## config.mk

```make
export PLATFORM = sky130hd
export DESIGN_NAME = module_arbitro_de_bus
export DESIGN_NICKNAME = d
export VERILOG_FILES = /design/src/rtl/module_arbitro_de_bus.sv
export SDC_FILE = /design/constraint.sdc
export NUM_CORES = 1
export LEC_CHECK = 0
export CELL_PAD_IN_SITES_DETAIL_PLACEMENT = 0
export CELL_PAD_IN_SITES_GLOBAL_PLACEMENT = 1
export CORE_MARGIN = 10
export CORE_UTILIZATION = 30
export DETAILED_ROUTE_END_ITERATION = 10
export PLACE_DENSITY_LB_ADDON = 0.15
export SETUP_SLACK_MARGIN = 0.05
export SLEW_MARGIN = 20
export SYNTH_ARGS = -nofsm -noshare
export SYNTH_HDL_FRONTEND = slang
export SYNTH_SLANG_ARGS = --single-unit
```

## constraint.sdc

```tcl
create_clock -name clk_i -period 5.3 [get_ports clk_i]
set_input_delay 1.06 -clock clk_i [delete_from_list [all_inputs] [get_ports clk_i]]
set_output_delay 1.06 -clock clk_i [all_outputs]
set_load 0.005 [all_outputs]
```

## src/rtl/module_arbitro_de_bus.sv

```systemverilog
// Two-master bus arbiter: round-robin grant with bounded locking, one registered
// request at a time to the bus conductor and a one-cycle ack back to the owner.
module module_arbitro_de_bus #(
  parameter int DATA_W   = 32,
  parameter int ADDR_W   = 32,
  parameter int RD_LAT   = 1,
  parameter int MAX_LOCK = 4
) (
  input  logic              clk_i,
  input  logic              rst_i,
  input  logic              m0_req_i,
  input  logic              m0_we_i,
  input  logic [ADDR_W-1:0] m0_addr_i,
  input  logic [DATA_W-1:0] m0_wdata_i,
  input  logic              m0_lock_i,
  output logic              m0_ack_o,
  output logic [DATA_W-1:0] m0_rdata_o,
  input  logic              m1_req_i,
  input  logic              m1_we_i,
  input  logic [ADDR_W-1:0] m1_addr_i,
  input  logic [DATA_W-1:0] m1_wdata_i,
  input  logic              m1_lock_i,
  output logic              m1_ack_o,
  output logic [DATA_W-1:0] m1_rdata_o,
  output logic              bus_we_o,
  output logic [ADDR_W-1:0] bus_addr_o,
  output logic [DATA_W-1:0] bus_wdata_o,
  input  logic [DATA_W-1:0] bus_rdata_i,
  output logic [1:0]        grant_o,
  output logic              busy_o
);

  typedef enum logic [1:0] {IDLE, XFER, WAIT, ACK} state_t;

  localparam logic [2:0] WAIT_INIT = (RD_LAT > 0) ? 3'(RD_LAT - 1) : 3'd0;
  localparam logic [4:0] LOCK_LIM  = 5'(MAX_LOCK);

  state_t            state, state_nxt;
  logic              owner, last_gnt, lock_flag, we_lat;
  logic [3:0]        lock_cnt;
  logic [2:0]        wait_cnt;
  logic [ADDR_W-1:0] addr_lat;
  logic [DATA_W-1:0] wdata_lat, rdata0, rdata1;
  logic              win, win_id, lock_drop, lock_keep, capture;
  logic              owner_req, owner_lock;

  assign owner_req  = owner ? m1_req_i  : m0_req_i;
  assign owner_lock = owner ? m1_lock_i : m0_lock_i;
  assign lock_keep  = owner_lock && (({1'b0, lock_cnt} + 5'd1) < LOCK_LIM);

  // A held lock only yields once its owner stops requesting; then arbitrate in the same cycle.
  always_comb begin
    win       = 1'b0;
    win_id    = 1'b0;
    lock_drop = 1'b0;
    if (lock_flag && owner_req) begin
      win    = 1'b1;
      win_id = owner;
    end else begin
      lock_drop = lock_flag;
      if (m0_req_i && m1_req_i) begin
        win    = 1'b1;
        win_id = ~last_gnt;
      end else if (m0_req_i) begin
        win    = 1'b1;
        win_id = 1'b0;
      end else if (m1_req_i) begin
        win    = 1'b1;
        win_id = 1'b1;
      end
    end
  end

  always_ff @(posedge clk_i or posedge rst_i) begin
    if (rst_i) state <= IDLE;
    else       state <= state_nxt;
  end

  always_comb begin
    state_nxt = state;
    capture   = 1'b0;
    bus_we_o  = 1'b0;
    grant_o   = 2'b00;
    busy_o    = (state != IDLE);
    m0_ack_o  = 1'b0;
    m1_ack_o  = 1'b0;
    unique case (state)
      IDLE: if (win) state_nxt = XFER;
      XFER: begin
        bus_we_o = we_lat;
        grant_o  = owner ? 2'b10 : 2'b01;
        if (we_lat) begin
          state_nxt = ACK;
        end else if (RD_LAT == 0) begin
          capture   = 1'b1;
          state_nxt = ACK;
        end else begin
          state_nxt = WAIT;
        end
      end
      WAIT: begin
        grant_o = owner ? 2'b10 : 2'b01;
        if (wait_cnt == 3'd0) begin
          capture   = 1'b1;
          state_nxt = ACK;
        end
      end
      ACK: begin
        grant_o   = owner ? 2'b10 : 2'b01;
        m0_ack_o  = ~owner;
        m1_ack_o  = owner;
        state_nxt = IDLE;
      end
      default: state_nxt = IDLE;
    endcase
  end

  // Request fields are latched only on a win in IDLE; later master changes are ignored.
  always_ff @(posedge clk_i or posedge rst_i) begin
    if (rst_i) begin
      owner     <= 1'b0;
      last_gnt  <= 1'b1;
      lock_flag <= 1'b0;
      lock_cnt  <= 4'd0;
      wait_cnt  <= 3'd0;
      we_lat    <= 1'b0;
      addr_lat  <= '0;
      wdata_lat <= '0;
      rdata0    <= '0;
      rdata1    <= '0;
    end else begin
      if (capture) begin
        if (owner) rdata1 <= bus_rdata_i;
        else       rdata0 <= bus_rdata_i;
      end
      case (state)
        IDLE: begin
          if (lock_drop) begin
            lock_flag <= 1'b0;
            lock_cnt  <= 4'd0;
          end
          if (win) begin
            owner     <= win_id;
            we_lat    <= win_id ? m1_we_i    : m0_we_i;
            addr_lat  <= win_id ? m1_addr_i  : m0_addr_i;
            wdata_lat <= win_id ? m1_wdata_i : m0_wdata_i;
          end
        end
        XFER: wait_cnt <= WAIT_INIT;
        WAIT: if (wait_cnt != 3'd0) wait_cnt <= wait_cnt - 3'd1;
        ACK: begin
          last_gnt <= owner;
          if (lock_keep) begin
            lock_flag <= 1'b1;
            lock_cnt  <= lock_cnt + 4'd1;
          end else begin
            lock_flag <= 1'b0;
            lock_cnt  <= 4'd0;
          end
        end
        default: ;
      endcase
    end
  end

  assign bus_addr_o  = addr_lat;
  assign bus_wdata_o = wdata_lat;
  assign m0_rdata_o  = rdata0;
  assign m1_rdata_o  = rdata1;

endmodule

```

==> flow_summary.yaml <==
outcome:
  status: "completed"
placement:
  post-dp-hpwl_mm: 15.0
  numPortBuffers: 301
  place.gp.congestion: 0.755
  placement.cell_area_um2: 9350
timing:
  final-hold-violation-count: 0
  final_min_period_ps: 2980
  grt_setup_unrepaired: "false"
  slew_headroom: 0.334
  layout_worst_path_cycle_share: 0.563
  finalHoldWorstSlack_ps: 478
  setup_viol: 0
  worst-slew-pin-transition_ps: 997
  timing.clock.skew_ps: 8.13
  max_clock_freq_ghz: 0.335
  final_max_slew_viol_count: 0
  setup_tns_ps: 0
worst_setup_path:
  worst_setup_path_start_kind: "register"
  path_cells: "inv_1 -> ha_1 -> inv_1 -> clkdlybuf4s50_1"
  critPathSlowestCell: "sky130_fd_sc_hd__clkdlybuf4s50_1"
  worst_path_most_repeated_cell: "sky130_fd_sc_hd__inv_1"
  timing.critical_path.fanout_max: 8
  crit_path_max_incr_delay_ps: 530
  timing.setup.critical_path_class: "register to primary output"
  worst_ep_required_time_ps: 4240
  critPathArrivalTime_ps: 1920
  worst_setup_path_end_kind: "primary output"
synthesis:
  synth-seq-cells: 141
  post_synth_inst_count: 493
  synth_enable_flop_cells: 0
  synth_seq_area_share: 0.580
  async_flop_share: 1.00
  post_synth.cell_area_avg_um2: 12.3
  ys.flop_type: "sky130_fd_sc_hd__dfrtp_1"
  synth.cell_area_um2: 6090
  synth_warnings: 0
  syn_nets: 668
  synth_cell_types: 28
power:
  power.ir.vdd_worst_mv: 0.249
  leakage_power_uw: 0.00423
  power-per-cell-area_nw_per_um2: 557
  total_power_uw: 5530
die:
  die_span_in_y_um: 162
  design.portCount: 302
  dieArea_um2: 26400
  coreArea_um2: 20100
  core.rowCount: 52
  chipWidth_um: 162
  initial_utilization: 0.303
routing:
  route.top_layer_used: "met5"
  drc: 0
  length_of_the_first_detailed_routing_pass_in_iterations: 4
  ant_nets: 0
  totalWireLength_mm: 19.6
  via_count: 4884
  routed_met1_length_mm: 7.35
  met2_length_mm: 9.21
  drt-vias-per-instance: 4.55
  met3RoutedLength_mm: 2.69
  routedWlPerCell_um: 18.3
  initialDrtViolationCount: 147
cells_and_area:
  post_route_cells_drive_above_1_share: 0.141
  fin_util: 0.494
  finalInstanceArea_um2: 9930
  syn2layout_area_growth_pct: 63.1
  nNetsFinal: 965
clock_network:
  clock_tree.root_cell: "sky130_fd_sc_hd__clkbuf_16"
  numClockSinks: 141
  cts_htree_levels: 4
  clkLatencyLatePin_ps: 420
  clockBufferDepth: 2
  post_cts_setup_buffers: 0
  cts_buffers: 17
  post_cts_resize_count: 0
  cts-hold-fix-buffers: 0
  clk_transition_reported_paths_ps: 60
  cts_tree: "done"
grt:
  grt.overflow.total: 0
  wire_length_of_the_first_global_routing_pass_mm: 30.2
  pin_count_of_the_biggest_net_entering_global_routing: 131
  antenna_found_initial: 2
  track_usage: 0.146
  vias_in_the_first_global_route: 5378
flow_run:
  timing.max_cap.violations: 0
hold_path:
  hp-class: "register to register"
## state kept, by name (all words and copies together), names as in the netlist
signal       cells
bus_wdata_o     32
lock_flag        1
we_lat           1
owner            1
bus_addr_o      32
wait_cnt         3
lock_cnt         4
m1_rdata_o      32
m0_rdata_o      32
state            2
last_gnt         1
## worst paths after layout
| path | startpoint | depth (start not counted) | slack [ps] | endpoint |
|---|---|---|---|---|
| worst max-delay path | state[0] | 4 | 2320 | busy_o |
| worst min-delay path | lock_cnt[3] | 1 | 480 | lock_cnt[3] |
| worst max register to register | state[0] | 5 | 3010 | m0_rdata_o[11] |
| worst min register to register | lock_cnt[3] | 1 | 480 | lock_cnt[3] |
| max in group asynchronous | rst_i | 3 | 3170 | bus_wdata_o[28] |
| min in group asynchronous | rst_i | 2 | 1160 | m1_rdata_o[1] |
## synthesized netlist by cell type (3+ instances only)
cell,count,area share
sky130_fd_sc_hd__mux2_2,69,0.13
sky130_fd_sc_hd__nand2_1,4,0.0025
sky130_fd_sc_hd__nor2b_1,3,0.0031
sky130_fd_sc_hd__a21oi_1,66,0.054
sky130_fd_sc_hd__buf_6,5,0.0092
sky130_fd_sc_hd__nor2_1,74,0.046
sky130_fd_sc_hd__o21ai_0,6,0.0049
sky130_fd_sc_hd__ha_1,7,0.014
sky130_fd_sc_hd__dfrtp_1,140,0.58
sky130_fd_sc_hd__inv_1,9,0.0055
sky130_fd_sc_hd__and2_1,5,0.0051
sky130_fd_sc_hd__buf_2,18,0.015
sky130_fd_sc_hd__clkbuf_1,3,0.0018
sky130_fd_sc_hd__mux2i_1,67,0.11
## where the power goes
part | leakage, uW | internal [uW] | switching, uW
Sequential | 0.00162 | 1610 | 290
Combinational | 0.00234 | 1520 | 947
Clock | 0.000268 | 662 | 506
## layout by cell type, fill, tap and decap left out, types with 6 or more instances in the layout
| cell | n |
|---|---|
| sky130_fd_sc_hd__nor2_1 | 72 |
| sky130_fd_sc_hd__mux2_2 | 69 |
| sky130_fd_sc_hd__inv_6 | 8 |
| sky130_fd_sc_hd__a21oi_1 | 66 |
| sky130_fd_sc_hd__clkbuf_16 | 17 |
| sky130_fd_sc_hd__inv_1 | 8 |
| sky130_fd_sc_hd__dfrtp_1 | 140 |
| sky130_fd_sc_hd__clkdlybuf4s50_1 | 301 |
| sky130_fd_sc_hd__o21ai_0 | 6 |
| sky130_fd_sc_hd__mux2i_1 | 67 |
| sky130_fd_sc_hd__ha_1 | 7 |
## metrics by stage
stage               cells  worst slack [ps]
floorplan             493               460
detailed placement   1041              2340
global placement     1041              2360
finish               1074              2320
global route         1073              2170
CTS                  1073              2270
## final cells by class
| class | instances | area, um2 |
|---|---|---|
| clock inverters | 15 | 151 |
| fillers | 1746 | 10200 |
| clock buffers | 17 | 425 |
| diodes | 1 | 2.50 |
| multi-input cells | 314 | 2360 |
| repair buffers | 306 | 3080 |
| flip-flops and latches | 141 | 3530 |
| well taps | 270 | 338 |
| inverters | 10 | 42.5 |
## routing by layer
metal,global-route usage,vias to the layer above
met1,0.153,2336
met3,0.0892,26
met2,0.235,209
li1,-,2311
met5,0,-
met4,0.0529,2
## critical path: cells and delay by family (launching register included)
kind	cells	cell delay, ps
flip-flops	1	430
adder cells (fa/ha/maj)	1	310
buffers and inverters	3	770
## logic make-up after synthesis
family | Yosys count | share of synthesized area
multiplexers | 136 | 0.238
flip-flops | 141 | 0.580
AND/OR/NAND/NOR | 91 | 0.0619
buffers and inverters | 38 | 0.0345
AO/OA/AOI/OAI | 80 | 0.0715
adder cells (fa/ha/maj) | 7 | 0.0144
(Power assumes the default switching activity.)
